File: src/rtl/acc_drain_pkg.sv
// ============================================================================
// Module   : acc_drain_pkg
// Brief    : Shared types and helpers for the accumulator drain sequencer.
// Revision : 1.0 - initial release
// ============================================================================
`default_nettype none

package acc_drain_pkg;

    localparam int c_DATA_W     = 8;
    localparam int c_REG_ADDR_W = 4;
    localparam int c_MEM_ADDR_W = 8;

    typedef enum logic [1:0] {
        DEST_REG  = 2'b00,
        DEST_MEM  = 2'b01,
        DEST_BOTH = 2'b10,
        DEST_NONE = 2'b11
    } dest_t;

    typedef enum logic [1:0] {
        ST_IDLE    = 2'd0,
        ST_REG_WR  = 2'd1,
        ST_MEM_REQ = 2'd2,
        ST_DONE    = 2'd3
    } drain_state_t;

    // Counter width able to hold 0..limit; never narrower than one bit.
    function automatic int cnt_width(input int limit);
        return (limit < 1) ? 1 : $clog2(limit + 1);
    endfunction

endpackage

`default_nettype wire

File: src/rtl/acc_drain_if.sv
// ============================================================================
// Module   : acc_drain_if
// Brief    : Accumulator-in / register-file / data-memory bundle of acc_drain.
// Revision : 1.0 - initial release
// ============================================================================
`default_nettype none

interface acc_drain_if;
    import acc_drain_pkg::*;

    logic [c_DATA_W-1:0]     acc_in;
    logic                    start;
    logic [1:0]              dest_ctrl;
    logic [c_REG_ADDR_W-1:0] reg_addr_in;
    logic [c_MEM_ADDR_W-1:0] mem_addr_in;

    logic                    reg_write_en;
    logic [c_REG_ADDR_W-1:0] reg_write_addr;
    logic [c_DATA_W-1:0]     reg_write_data;

    logic                    mem_req;
    logic [c_MEM_ADDR_W-1:0] mem_addr;
    logic [c_DATA_W-1:0]     mem_wdata;
    logic                    mem_ack;

    logic                    busy;
    logic                    done;
    logic                    timeout_err;

    modport master (
        output acc_in, start, dest_ctrl, reg_addr_in, mem_addr_in, mem_ack,
        input  reg_write_en, reg_write_addr, reg_write_data,
               mem_req, mem_addr, mem_wdata, busy, done, timeout_err
    );

    modport slave (
        input  acc_in, start, dest_ctrl, reg_addr_in, mem_addr_in, mem_ack,
        output reg_write_en, reg_write_addr, reg_write_data,
               mem_req, mem_addr, mem_wdata, busy, done, timeout_err
    );

endinterface

`default_nettype wire

File: src/rtl/acc_drain_wait_counter.sv
// ============================================================================
// Module   : wait_counter
// Brief    : Saturating up-counter with synchronous clear and limit flag.
// Revision : 1.0 - initial release
// ============================================================================
`default_nettype none

module wait_counter #(
    parameter int WIDTH = 4,
    parameter int LIMIT = 15
) (
    input  wire logic CLK,
    input  wire logic RESET,
    input  wire logic i_clr,
    input  wire logic i_en,
    output logic      o_at_limit
);

    localparam logic [WIDTH-1:0] c_LIMIT = WIDTH'(LIMIT);
    localparam logic [WIDTH-1:0] c_ONE   = WIDTH'(1);

    logic [WIDTH-1:0] r_count;

    always_ff @(posedge CLK) begin
        if (RESET || i_clr) begin
            r_count <= '0;
        end else if (i_en && !o_at_limit) begin
            r_count <= r_count + c_ONE;
        end
    end

    assign o_at_limit = (r_count == c_LIMIT);

endmodule

`default_nettype wire

File: src/rtl/acc_drain.sv
// ============================================================================
// Module   : acc_drain
// Brief    : Snapshots the accumulator and drains it to register file and/or
//            data memory, stalling fetch while in flight.
// Revision : 1.0 - initial release
// ============================================================================
`default_nettype none

module acc_drain
    import acc_drain_pkg::*;
#(
    parameter int MEM_TIMEOUT = 15
) (
    input  wire logic  CLK,
    input  wire logic  RESET,
    acc_drain_if.slave bus
);

    localparam int c_CNT_W = cnt_width(MEM_TIMEOUT);

    drain_state_t            r_state;
    drain_state_t            w_next_state;
    dest_t                   r_dest;
    logic [c_DATA_W-1:0]     r_acc;
    logic [c_REG_ADDR_W-1:0] r_reg_addr;
    logic [c_MEM_ADDR_W-1:0] r_mem_addr;
    logic                    r_timeout_err;

    logic w_accept;
    logic w_at_limit;
    logic w_timeout;

    assign w_accept  = (r_state == ST_IDLE) && bus.start;
    // An ack on the limit cycle wins over the timeout.
    assign w_timeout = (r_state == ST_MEM_REQ) && w_at_limit && !bus.mem_ack;

    wait_counter #(
        .WIDTH (c_CNT_W),
        .LIMIT (MEM_TIMEOUT)
    ) u_wait_counter (
        .CLK        (CLK),
        .RESET      (RESET),
        .i_clr      (r_state != ST_MEM_REQ),
        .i_en       (1'b1),
        .o_at_limit (w_at_limit)
    );

    always_ff @(posedge CLK) begin
        if (RESET) begin
            r_state <= ST_IDLE;
        end else begin
            r_state <= w_next_state;
        end
    end

    always_comb begin
        w_next_state = r_state;
        case (r_state)
            ST_IDLE: begin
                if (bus.start) begin
                    case (dest_t'(bus.dest_ctrl))
                        DEST_REG, DEST_BOTH: w_next_state = ST_REG_WR;
                        DEST_MEM:            w_next_state = ST_MEM_REQ;
                        default:             w_next_state = ST_DONE;
                    endcase
                end
            end
            ST_REG_WR: begin
                w_next_state = (r_dest == DEST_BOTH) ? ST_MEM_REQ : ST_DONE;
            end
            ST_MEM_REQ: begin
                if (bus.mem_ack || w_at_limit) begin
                    w_next_state = ST_DONE;
                end
            end
            ST_DONE: begin
                w_next_state = ST_IDLE;
            end
            default: begin
                w_next_state = ST_IDLE;
            end
        endcase
    end

    always_comb begin
        bus.reg_write_en = 1'b0;
        bus.mem_req      = 1'b0;
        bus.done         = 1'b0;
        bus.busy         = 1'b1;
        case (r_state)
            ST_IDLE:    bus.busy         = 1'b0;
            ST_REG_WR:  bus.reg_write_en = 1'b1;
            ST_MEM_REQ: bus.mem_req      = 1'b1;
            ST_DONE:    bus.done         = 1'b1;
            default:    bus.busy         = 1'b0;
        endcase
    end

    // Snapshot is taken only on an accepted start, so the inputs are free
    // to move while a drain is in flight.
    always_ff @(posedge CLK) begin
        if (RESET) begin
            r_acc      <= '0;
            r_reg_addr <= '0;
            r_mem_addr <= '0;
            r_dest     <= DEST_REG;
        end else if (w_accept) begin
            r_acc      <= bus.acc_in;
            r_reg_addr <= bus.reg_addr_in;
            r_mem_addr <= bus.mem_addr_in;
            r_dest     <= dest_t'(bus.dest_ctrl);
        end
    end

    always_ff @(posedge CLK) begin
        if (RESET || w_accept) begin
            r_timeout_err <= 1'b0;
        end else if (w_timeout) begin
            r_timeout_err <= 1'b1;
        end
    end

    assign bus.reg_write_addr = r_reg_addr;
    assign bus.reg_write_data = r_acc;
    assign bus.mem_addr       = r_mem_addr;
    assign bus.mem_wdata      = r_acc;
    assign bus.timeout_err    = r_timeout_err;

endmodule

`default_nettype wire

File: src/flat_wrapper.sv
// flat-port wrapper written by rule: the top's interface ports become plain ports
module acc_drain_flat import acc_drain_pkg::*;
#(
    parameter int MEM_TIMEOUT = 15
)
  (CLK, RESET, bus_acc_in, bus_start, bus_dest_ctrl, bus_reg_addr_in, bus_mem_addr_in, bus_mem_ack, bus_reg_write_en, bus_reg_write_addr, bus_reg_write_data, bus_mem_req, bus_mem_addr, bus_mem_wdata, bus_busy, bus_done, bus_timeout_err);
  acc_drain_if bus_i ();
  input  wire logic CLK;
  input  wire logic RESET;
  input wire logic [$bits(bus_i.acc_in)-1:0] bus_acc_in;
  input wire logic [$bits(bus_i.start)-1:0] bus_start;
  input wire logic [$bits(bus_i.dest_ctrl)-1:0] bus_dest_ctrl;
  input wire logic [$bits(bus_i.reg_addr_in)-1:0] bus_reg_addr_in;
  input wire logic [$bits(bus_i.mem_addr_in)-1:0] bus_mem_addr_in;
  input wire logic [$bits(bus_i.mem_ack)-1:0] bus_mem_ack;
  output wire logic [$bits(bus_i.reg_write_en)-1:0] bus_reg_write_en;
  output wire logic [$bits(bus_i.reg_write_addr)-1:0] bus_reg_write_addr;
  output wire logic [$bits(bus_i.reg_write_data)-1:0] bus_reg_write_data;
  output wire logic [$bits(bus_i.mem_req)-1:0] bus_mem_req;
  output wire logic [$bits(bus_i.mem_addr)-1:0] bus_mem_addr;
  output wire logic [$bits(bus_i.mem_wdata)-1:0] bus_mem_wdata;
  output wire logic [$bits(bus_i.busy)-1:0] bus_busy;
  output wire logic [$bits(bus_i.done)-1:0] bus_done;
  output wire logic [$bits(bus_i.timeout_err)-1:0] bus_timeout_err;
  assign bus_i.acc_in = bus_acc_in;
  assign bus_i.start = bus_start;
  assign bus_i.dest_ctrl = bus_dest_ctrl;
  assign bus_i.reg_addr_in = bus_reg_addr_in;
  assign bus_i.mem_addr_in = bus_mem_addr_in;
  assign bus_i.mem_ack = bus_mem_ack;
  assign bus_reg_write_en = bus_i.reg_write_en;
  assign bus_reg_write_addr = bus_i.reg_write_addr;
  assign bus_reg_write_data = bus_i.reg_write_data;
  assign bus_mem_req = bus_i.mem_req;
  assign bus_mem_addr = bus_i.mem_addr;
  assign bus_mem_wdata = bus_i.mem_wdata;
  assign bus_busy = bus_i.busy;
  assign bus_done = bus_i.done;
  assign bus_timeout_err = bus_i.timeout_err;
  acc_drain #(.MEM_TIMEOUT(MEM_TIMEOUT)) u_core (.CLK(CLK), .RESET(RESET), .bus(bus_i));
endmodule
File: config.mk
export PLATFORM = sky130hd
export DESIGN_NAME = acc_drain_flat
export DESIGN_NICKNAME = d
export VERILOG_FILES = /design/src/rtl/acc_drain_pkg.sv /design/src/rtl/acc_drain_if.sv /design/src/rtl/acc_drain_wait_counter.sv /design/src/rtl/acc_drain.sv /design/src/flat_wrapper.sv
export SDC_FILE = /design/constraint.sdc
export NUM_CORES = 1
export LEC_CHECK = 0
export CELL_PAD_IN_SITES_DETAIL_PLACEMENT = 0
export CELL_PAD_IN_SITES_GLOBAL_PLACEMENT = 1
export CORE_MARGIN = 10
export CORE_UTILIZATION = 30
export DETAILED_ROUTE_END_ITERATION = 6
export PLACE_DENSITY = 0.91
export RECOVER_POWER = 25
export SYNTH_ARGS = -nofsm -noshare
export SYNTH_HDL_FRONTEND = slang
export SYNTH_SLANG_ARGS = --single-unit
File: constraint.sdc
create_clock -name CLK -period 4.2 [get_ports CLK]
set_input_delay 0.42 -clock CLK [delete_from_list [all_inputs] [get_ports CLK]]
set_output_delay 0.42 -clock CLK [all_outputs]
set_load 0.1 [all_outputs]
==> run metrics, run 1 <==
Max Cap Viol 0; share of flip-flops with an asynchronous set or reset 0%; # Post-CTS Setup Buffers 0; Worst R2R Path Depth 5; synth warn 0; post-synthesis sequential area ratio 47.35%; CTS Buffer Depth 2; CP Launch Point u_core.r_state[0]$_SDFFE_PP0P_; Worst path top cell family by delay buffers and inverters; fraction of layout cells with a size suffix above 1 ~3%; net switching power 0.0007968 W; critical path required time 3780 ps; Nets about 230; WP data arrival 2190 ps; Mapped Area 1226 sq um; final core utilization 46.60%; dpl cells 243; number of synthesized flops with an enable pin 0; crit path time final 2606 ps; CTS clk-pin slew, worst paths 60 ps; VDD IR max 249.3 uV; PD cells 780.8 nW/um^2; CP cell instances inv_1 > ha_1 > inv_1 > clkdlybuf4s50_1; GRT Overall Usage 9.215%; clock share of power 14.5%; RSZ-0062 raised after global routing false; sequential power share 24.9%; fillers 433; remaining antenna violation count 0; Slew headroom 20.43%; root buf cell clkbuf_8; Slowest-stage cell, CP clkdlybuf4s50_1; Net Sw Frac roughly 55%; total grt overflow 0; total negative slack 0 ps; leakage power 0.6853 nW; die width 83.93 microns; crit path capture type output port; Yosys reg bits 29; final worst path period share 62.05%; R2R setup slack 2250 ps; total wire length around 3200 microns; CORE AREA 3971 sq um; chip height ~84 microns; Worst-Skew Late Latency 270 ps; Layout area overhead 50.92%; critical path capture point bus_busy; Starting Density a little under a third; Fmax 383.7 MHz; FF-to-FF Start u_core.r_state[0]$_SDFFE_PP0P_; Max Slew Vio Count 0; Comb power frac 60.6%; CTS tree done; dominant synthesized flop cell dfxtp_1; CP Max Fanout 4; site row count 23; first drt pass iteration count 4; Post-synth top cells nand2_1 (48), dfxtp_1 (29), a21oi_1 (23), buf_4 (8); syn avg cell area 8.120 sq um; dpl hpwl 2376 microns; Most common cell on crit path inv_1; critical setup path kind register to output port; Synth Instances about 150; critical path's largest stage delay between 1000 and 1500 ps; largest area contributor in the netlist dfxtp_1; synth top area cells dfxtp_1 (47%), nand2_1 (15%), a21oi_1 (9.4%); crit path buf inv count 3; syn nets 183; clk_skew 2.708 ps; io pins 59; CTS hold repair buffers 0; # diodes 0; r2r endpoint u_core.bus.reg_write_addr[2]$_SDFFE_PP0P_; startpoint types register; largest net degree at the start of global routing 27; Post-DP Area 1777 sq um; initial antenna violation count 0; Post-CTS Resized 0; PortBufs 58; vias in the first global route ~1200; TritonCTS sink count 29; die footprint 7044 sq um; Detailed Route Iter0 Violations 48; FF/Latch Area between 500 and 600 sq um; Critical Path Stages 4; post-route cell area 1851 sq um; Finished Layout Cells 251; worst min path class register to register; CTS Buf Count 5; first-pass GRT wire length 5402 microns; area of the multi-input gates around 530 sq um; endpoints failing setup 0; H-tree Lvls 2; Final Hold Fails 0; top-count cell post-synth nand2_1; Via density 4.422; Placer Congestion between 0.7 and 0.8; Synth cell types 24; via count 1110; drt drc 0; status finished clean; share of the synthesized area in the top cell type 47.35%; Avg WL per Cell 12.63 microns; P_int 0.0006481 W; Slew @ Worst Pin 1193 ps
per-layer routing:
| metal | GRT usage [%] | part of all wire (%) | wire (microns) | up-vias |
|---|---|---|---|---|
| met2 | 14.29 | 44 | 1407 | 41 |
| met1 | 9.453 | 43 | 1368 | 488 |
| met5 | 0 | 0 | 0 | - |
| li1 | - | - | - | 579 |
| met4 | 2.283 | 0.25 | 8 | 0 |
| met3 | 7.324 | 12 | 387 | 2 |
power groups by stage:
stage               Clock [W]  Combinational (W)  Sequential [W]
floorplan                   0           0.000463        0.000613
global placement            0           0.000885        0.000364
detailed placement          0           0.000887        0.000367
CTS                  0.000219           0.000890        0.000361
global route         0.000233           0.000930        0.000369
finish               0.000210           0.000876        0.000360
area by class of cell:
type	count	share of cell area (%)
Clock buffer	8	4.327
Sequential cell	29	31.37
Multi-Input combinational cell	102	28.74
Tap cell	50	3.381
Inverter	4	0.8114
Timing Repair Buffer	58	31.37
cells by family (layout without fill, tap and decap cells):
| logic type | after synthesis | in the layout | synth area share (%) |
|---|---|---|---|
| xor gates and xnor gates | 1 | 1 | 0.7144 |
| and+or+nand+nor | 65 | 65 | 22.76 |
| AOI/OAI and AO/OA | 29 | 29 | 13.47 |
| DFF | 29 | 29 | 47.35 |
| muxes | 1 | 1 | 0.8164 |
| buffers and inverters | 20 | 70 | 8.775 |
| adders and majority gates | 6 | 6 | 6.122 |
cells in the final DEF (no fill, tap or decap):
cell type and count:
and2_0 1, inv_1 4, mux2i_1 1, clkbuf_8 5
nor3b_1 1, or3_1 1, nand2b_1 2, o2bb2ai_1 1
clkdlybuf4s50_1 57, nor2b_1 1, a41oi_1 1, clkbuf_1 3
dfxtp_1 29, ha_1 6, xnor2_1 1, a211oi_1 2
nor2_1 6, nand3_1 1, dlygate4sd3_1 1, a31oi_1 1
nor3_1 3, nand2_1 48, o21ai_0 1, a21oi_1 23
nand3_4 1
how the worst min path moves through the flow:
stage,start,cells after the start,to,slack [ps]
floorplan,u_core.r_dest[0]$_SDFFE_PP0P_,2,u_core.r_dest[0]$_SDFFE_PP0P_,430
global placement,u_core.bus.reg_write_addr[0]$_SDFFE_PP0P_,2,u_core.bus.reg_write_addr[0]$_SDFFE_PP0P_,440
global route,u_core.bus.mem_addr[1]$_SDFFE_PP0P_,2,u_core.bus.mem_addr[1]$_SDFFE_PP0P_,480
finish,u_core.bus.mem_addr[5]$_SDFFE_PP0P_,2,u_core.bus.mem_addr[5]$_SDFFE_PP0P_,450
detailed placement,u_core.bus.mem_addr[5]$_SDFFE_PP0P_,2,u_core.bus.mem_addr[5]$_SDFFE_PP0P_,450
CTS,u_core.bus.mem_addr[5]$_SDFFE_PP0P_,2,u_core.bus.mem_addr[5]$_SDFFE_PP0P_,450
worst min-delay path: stages, from the launching register on:
cell and delay, ps:
dfxtp_1 300, nand2_1 50, a21oi_1 50
sequential cells by signal, summed over array words and instances, names as in the netlist:
signal	flops
u_core.r_dest	2
u_core.bus.mem_addr	8
u_core.u_wait_counter.r_count	4
u_core.bus.mem_wdata	8
u_core.r_state	2
u_core.bus.reg_write_addr	4
u_core.bus.timeout_err	1
through the flow:
| stage | hold WS (ps) | setup WS (ps) | power [W] |
|---|---|---|---|
| 2_1_floorplan | 431.2 | 2183 | 0.001076 |
| 3_3_place_gp | 441.3 | 1878 | 0.001249 |
| 3_5_place_dp | 446.2 | 1864 | 0.001253 |
| 4_1_cts | 453.4 | 1554 | 0.001470 |
| 5_1_grt | 483.2 | 1490 | 0.001532 |
| 6_report | 451.9 | 1594 | 0.001445 |
No activity file was read; power rests on OpenSTA's default activity.
==> run 2, diff against run 1 <==
CORE_UTILIZATION = 25   (was 30)
PLACE_DENSITY = 0.82   (was 0.91)
clock period = 2.1 ns   (was 4.2 ns; I/O delays follow)
==> run metrics, run 2 (synthesis gave the netlist of run 1 again) <==
vias in the first global route 1158 (was 1152); first-pass GRT wire length 5789 microns (was 5402 microns); Post-CTS Resized 0 (unchanged); die footprint 8106 sq um (was 7044 sq um); largest net degree at the start of global routing 23 (was 27); dpl hpwl 2561 microns (was 2376 microns); drt drc 0 (unchanged); CP cell instances clkbuf_1 (was inv_1 > ha_1 > inv_1 > clkdlybuf4s50_1); crit path time final between 1500 and 2000 ps; # diodes 0 (unchanged); CTS clk-pin slew, worst paths 60 ps (about the same); endpoints failing setup 0 (unchanged); via count 1128 (was 1110); r2r endpoint u_core.r_state[0]$_SDFFE_PP0P_ (was u_core.bus.reg_write_addr[2]$_SDFFE_PP0P_); Placer Congestion 0.7538 (was 0.7124); post-route cell area 1792 sq um (was 1851 sq um); WP data arrival 1490 ps (was 2190 ps); GRT Overall Usage 8.534% (was 9.215%); # Post-CTS Setup Buffers 0 (unchanged); Detailed Route Iter0 Violations 23 (was 48); Worst path top cell family by delay buffers and inverters (unchanged); hold path endpoint u_core.bus.reg_write_addr[2]$_SDFFE_PP0P_ (was u_core.bus.mem_addr[5]$_SDFFE_PP0P_); root buf cell clkbuf_8 (unchanged); worst hold stages 2 (unchanged); io pins 59 (unchanged); initial antenna violation count 0 (unchanged); Slew @ Worst Pin 1199 ps (was 1193 ps); R2R setup slack 490 ps (was 2250 ps); leakage power 0.7179 nW (was 0.6853 nW); RSZ-0062 raised after global routing false (unchanged); Nets 237 (was 232); commonest non-fill, non-tap cells in the layout nand2_1 (48), dfxtp_1 (29), clkdlybuf4s50_1 (25) (was clkdlybuf4s50_1 (57), nand2_1 (48), dfxtp_1 (29)); final worst path period share 81.17%; fraction of layout cells with a size suffix above 1 15.53% (was 2.985%); fillers 514 (was 433); PortBufs 58 (unchanged); CTS Buf Count 5 (unchanged); clk_skew 4.584 ps (was 2.708 ps); Worst-Skew Late Latency 270 ps (about the same); FF-to-FF Start u_core.r_state[0]$_SDFFE_PP0P_ (unchanged); TritonCTS sink count 29 (unchanged); Slew headroom 20.41% (was 20.43%); Finished Layout Cells 273 (was 251); Fmax roughly 600 MHz; crit path capture type output port (unchanged); most common cell after layout, fill and taps aside nand2_1 (was clkdlybuf4s50_1); CTS tree done (unchanged); Max Cap Viol 0 (unchanged); dpl cells 265 (was 243); VDD IR max 493.6 uV (was 249.3 uV); PD cells 1622 nW/um^2 (was 780.8 nW/um^2); critical path's largest stage delay 870 ps (was 1130 ps); CTS hold repair buffers 0 (unchanged); Via density 4.132 (was 4.422); Post-DP Area 1765 sq um (was 1777 sq um); critical setup path kind register to output port (unchanged); Worst R2R Path Depth 6 (was 5); Final Hold Fails 0 (unchanged); CORE AREA 4723 sq um (was 3971 sq um); Slowest-stage cell, CP clkbuf_1 (was clkdlybuf4s50_1); worst min path class register to register (unchanged); CTS Buffer Depth 2 (unchanged); H-tree Lvls 2 (unchanged); Starting Density 25.96% (was 30.88%); status finished clean (unchanged); CP Max Fanout 3 (was 4); total negative slack 0 ps (unchanged); die width 90.04 microns (was 83.93 microns); total wire length 3379 microns (was 3171 microns); total grt overflow 0 (unchanged); chip height 90.04 microns (was 83.93 microns); critical path required time 1890 ps (was 3780 ps); HP Start u_core.bus.reg_write_addr[2]$_SDFFE_PP0P_ (was u_core.bus.mem_addr[5]$_SDFFE_PP0P_); remaining antenna violation count 0 (unchanged); Layout area overhead 46.12% (was 50.92%); Max Slew Vio Count 0 (unchanged); first drt pass iteration count 4 (unchanged); startpoint types register (unchanged); crit path buf inv count 1 (was 3); Avg WL per Cell 12.38 microns (was 12.63 microns); site row count 25 (was 23)
==> run 2: changes by cell type in the layout (fill, tap and decap cells not counted) <==
cell	change
clkinv_2	+2
o2bb2ai_1	-1
clkbuf_1	+13
dlygate4sd3_1	-1
o2bb2ai_2	+1
clkdlybuf4s50_1	-32
buf_12	+1
and2_0	-1
and2_1	+1
buf_4	+22
==> run 2: worst register-to-register path, stage by stage, from the launching register on <==
cell and delay [ps]:
dfxtp_1 390, inv_1 100, ha_1 250, nor2b_1 170
o2bb2ai_2 140, or3_1 370, a21oi_1 130
==> run 2: stage by stage <==
stage	setup slack, ps	total power, W	utilization [%]	hold WS, ps
2_1_floorplan	82.99	0.002152	-	346.0
3_3_place_gp	530.1	0.002546	37.38	442.1
3_5_place_dp	510.3	0.002552	37.38	447.7
4_1_cts	489.9	0.003002	39.13	458.0
5_1_grt	328.3	0.003087	37.93	475.7
6_report	395.5	0.002907	37.93	454.1
==> run 2: final cells by class <==
class	count	area [sq um]	share of cell area (%)
Clock inverter	2	10.01	0.5587
Timing Repair Buffer	63	491.7	27.44
Inverter	4	15.01	0.8380
Tap cell	67	83.83	4.679
Sequential cell	29	580.6	32.40
Clock buffer	6	72.57	4.050
Multi-Input combinational cell	102	538.0	30.03
==> run 2: power breakdown <==
part	switching, W	internal [W]
logic	0.00136	0.000389
clock network	0.000204	0.000229
registers	0.0000686	0.000655
total	0.00163	0.00127
==> run 2: worst max-delay path by stage <==
stage / from / to / slack [ps] / depth (start not counted)
floorplan: u_core.r_state[0]$_SDFFE_PP0P_ / u_core.r_state[0]$_SDFFE_PP0P_ / 80 / 6
detailed placement: u_core.r_state[0]$_SDFFE_PP0P_ / u_core.r_state[0]$_SDFFE_PP0P_ / 510 / 6
finish: u_core.bus.mem_wdata[7]$_SDFFE_PP0P_ / bus_mem_wdata[7] / 400 / 1
global route: u_core.bus.mem_addr[3]$_SDFFE_PP0P_ / bus_mem_addr[3] / 330 / 1
global placement: u_core.r_state[0]$_SDFFE_PP0P_ / u_core.r_state[0]$_SDFFE_PP0P_ / 530 / 6
CTS: u_core.r_state[0]$_SDFFE_PP0P_ / u_core.r_state[0]$_SDFFE_PP0P_ / 490 / 6
==> run 2: layer usage <==
layer	vias up	share of wire, %	track usage (%)
met5	-	0	0
met4	0	0.80	3.183
met3	4	7.8	3.741
met2	38	45	13.26
met1	499	46	10.13
li1	587	-	-
==> run 3, diff against run 2 <==
CORE_UTILIZATION = 28   (was 25)
PLACE_DENSITY = 0.86   (was 0.82)
clock period = 1.7 ns   (was 2.1 ns; I/O delays follow)
==> run metrics, run 3 (synthesis gave the netlist of run 1 again) <==
Worst-Skew Late Latency 280 ps (was 270 ps); H-tree Lvls 2 (unchanged); Avg WL per Cell 13.00 microns (was 12.38 microns); commonest non-fill, non-tap cells in the layout nand2_1 (48), dfxtp_1 (29), clkdlybuf4s50_1 (25) (unchanged); Layout area overhead 53.88% (was 46.12%); hold slack final 431.7 ps (was 454.1 ps); critical path required time 1910 ps (was 1890 ps); GRT Overall Usage 8.951% (was 8.534%); total grt overflow 0 (unchanged); fraction of layout cells with a size suffix above 1 25.37% (was 15.53%); Placer Congestion 0.7148 (was 0.7538); critical setup path kind register to register (was register to output port); drt drc 0 (unchanged); # diodes 0 (unchanged); Final Hold Fails 0 (unchanged); remaining antenna violation count 0 (unchanged); total negative slack 0 ps (unchanged); WP data arrival 1770 ps (was 1490 ps); largest net degree at the start of global routing 24 (was 23); vias in the first global route 1132 (was 1158); VDD IR max 1022 uV (was 493.6 uV); Starting Density 28.55% (was 25.96%); chip height 86.18 microns (was 90.04 microns); CP Max Fanout 5 (was 3); final worst path period share between 90% and 100%; # Post-CTS Setup Buffers 0 (unchanged); CTS Buffer Depth 2 (unchanged); CORE AREA 4294 sq um (was 4723 sq um); status finished clean (unchanged); CTS hold repair buffers 0 (unchanged); io pins 59 (unchanged); clk_skew 4.401 ps (was 4.584 ps); first-pass GRT wire length 5340 microns (was 5789 microns); RSZ-0062 raised after global routing false (unchanged); Slew headroom 63.06% (was 20.41%); PortBufs 58 (unchanged); dpl hpwl 2599 microns (was 2561 microns); crit path capture type register (was output port); CTS tree done (unchanged); CTS Buf Count 5 (unchanged); PD cells 2038 nW/um^2 (was 1622 nW/um^2); crit path time final 1563 ps; Fmax 640.0 MHz; TritonCTS sink count 29 (unchanged); Slew @ Worst Pin 556.5 ps (was 1199 ps); endpoints failing setup 0 (unchanged); most common cell after layout, fill and taps aside nand2_1 (unchanged); Via density 4.393 (was 4.132); root buf cell clkbuf_8 (unchanged); via count 1129 (was 1128); Max Slew Vio Count 0 (unchanged); total wire length 3341 microns (was 3379 microns); startpoint types register (unchanged); CTS clk-pin slew, worst paths 70 ps (was 60 ps); worst min path class primary input to register (was register to register); first drt pass iteration count 4 (unchanged); initial antenna violation count 0 (unchanged); Detailed Route Iter0 Violations 32 (was 23); die width 86.18 microns (was 90.04 microns); Max Cap Viol 0 (unchanged); die footprint 7426 sq um (was 8106 sq um); site row count 24 (was 25); leakage power 0.7749 nW (was 0.7179 nW); Post-CTS Resized 0 (unchanged); Nets 236 (was 237)
-- run 3: final cells by class --
| class | instances | area [sq um] |
|---|---|---|
| fillers | 443 | 2407 |
| flip-flops and latches | 29 | 580.6 |
| multi-input cells | 102 | 578.1 |
| repair buffers | 62 | 558.0 |
| clock buffers | 5 | 68.82 |
| well taps | 52 | 65.06 |
| inverters | 4 | 18.77 |
| clock inverters | 3 | 17.52 |
-- run 3: metal layers --
| metal | part of all wire (%) | vias to the layer above | global-route usage, % |
|---|---|---|---|
| li1 | - | 589 | - |
| met1 | 42 | 496 | 9.026 |
| met2 | 45 | 40 | 14.13 |
| met3 | 12 | 4 | 6.660 |
| met4 | 0.69 | 0 | 2.946 |
| met5 | 0 | - | 0 |
-- run 3: worst paths after layout --
| check | depth (start not counted) | end | start | slack (ps) |
|---|---|---|---|---|
| hold / removal | 3 | u_core.bus.mem_addr[0]$_SDFFE_PP0P_ | bus_mem_addr_in[0] | 430 |
| setup reg to reg | 5 | u_core.r_state[0]$_SDFFE_PP0P_ | u_core.u_wait_counter.r_count[0]$_SDFFE_PP0P_ | 140 |
| hold reg to reg | 2 | u_core.bus.mem_addr[0]$_SDFFE_PP0P_ | u_core.bus.mem_addr[0]$_SDFFE_PP0P_ | 450 |
| setup / recovery | 5 | u_core.r_state[0]$_SDFFE_PP0P_ | u_core.u_wait_counter.r_count[0]$_SDFFE_PP0P_ | 140 |
-- run 3: power breakdown --
group / switching [W] / internal (W) / total (W)
logic: 0.00174 / 0.000656 / 0.00240
registers: 0.0000905 / 0.000808 / 0.000899
clock network: 0.000265 / 0.000282 / 0.000547
-- run 3: metrics by stage --
step	std cells	power (W)	util [%]	cell area (sq um)	setup WS [ps]
2_1_floorplan	151	0.002765	-	1270	17.60
3_3_place_gp	249	0.003353	42.69	1833	182.4
3_5_place_dp	249	0.003375	42.69	1833	147.7
4_1_cts	257	0.003931	44.70	1919	126.8
5_1_grt	257	0.004056	43.94	1887	27.74
6_report	257	0.003845	43.94	1887	137.4
-- run 3: worst max-delay path, cell delays in order (launching register included) --
cell and delay [ps]:
dfxtp_1 390, ha_1 310, nand3_4 130, o2bb2ai_4 170, or3_1 360, a21oi_1 130
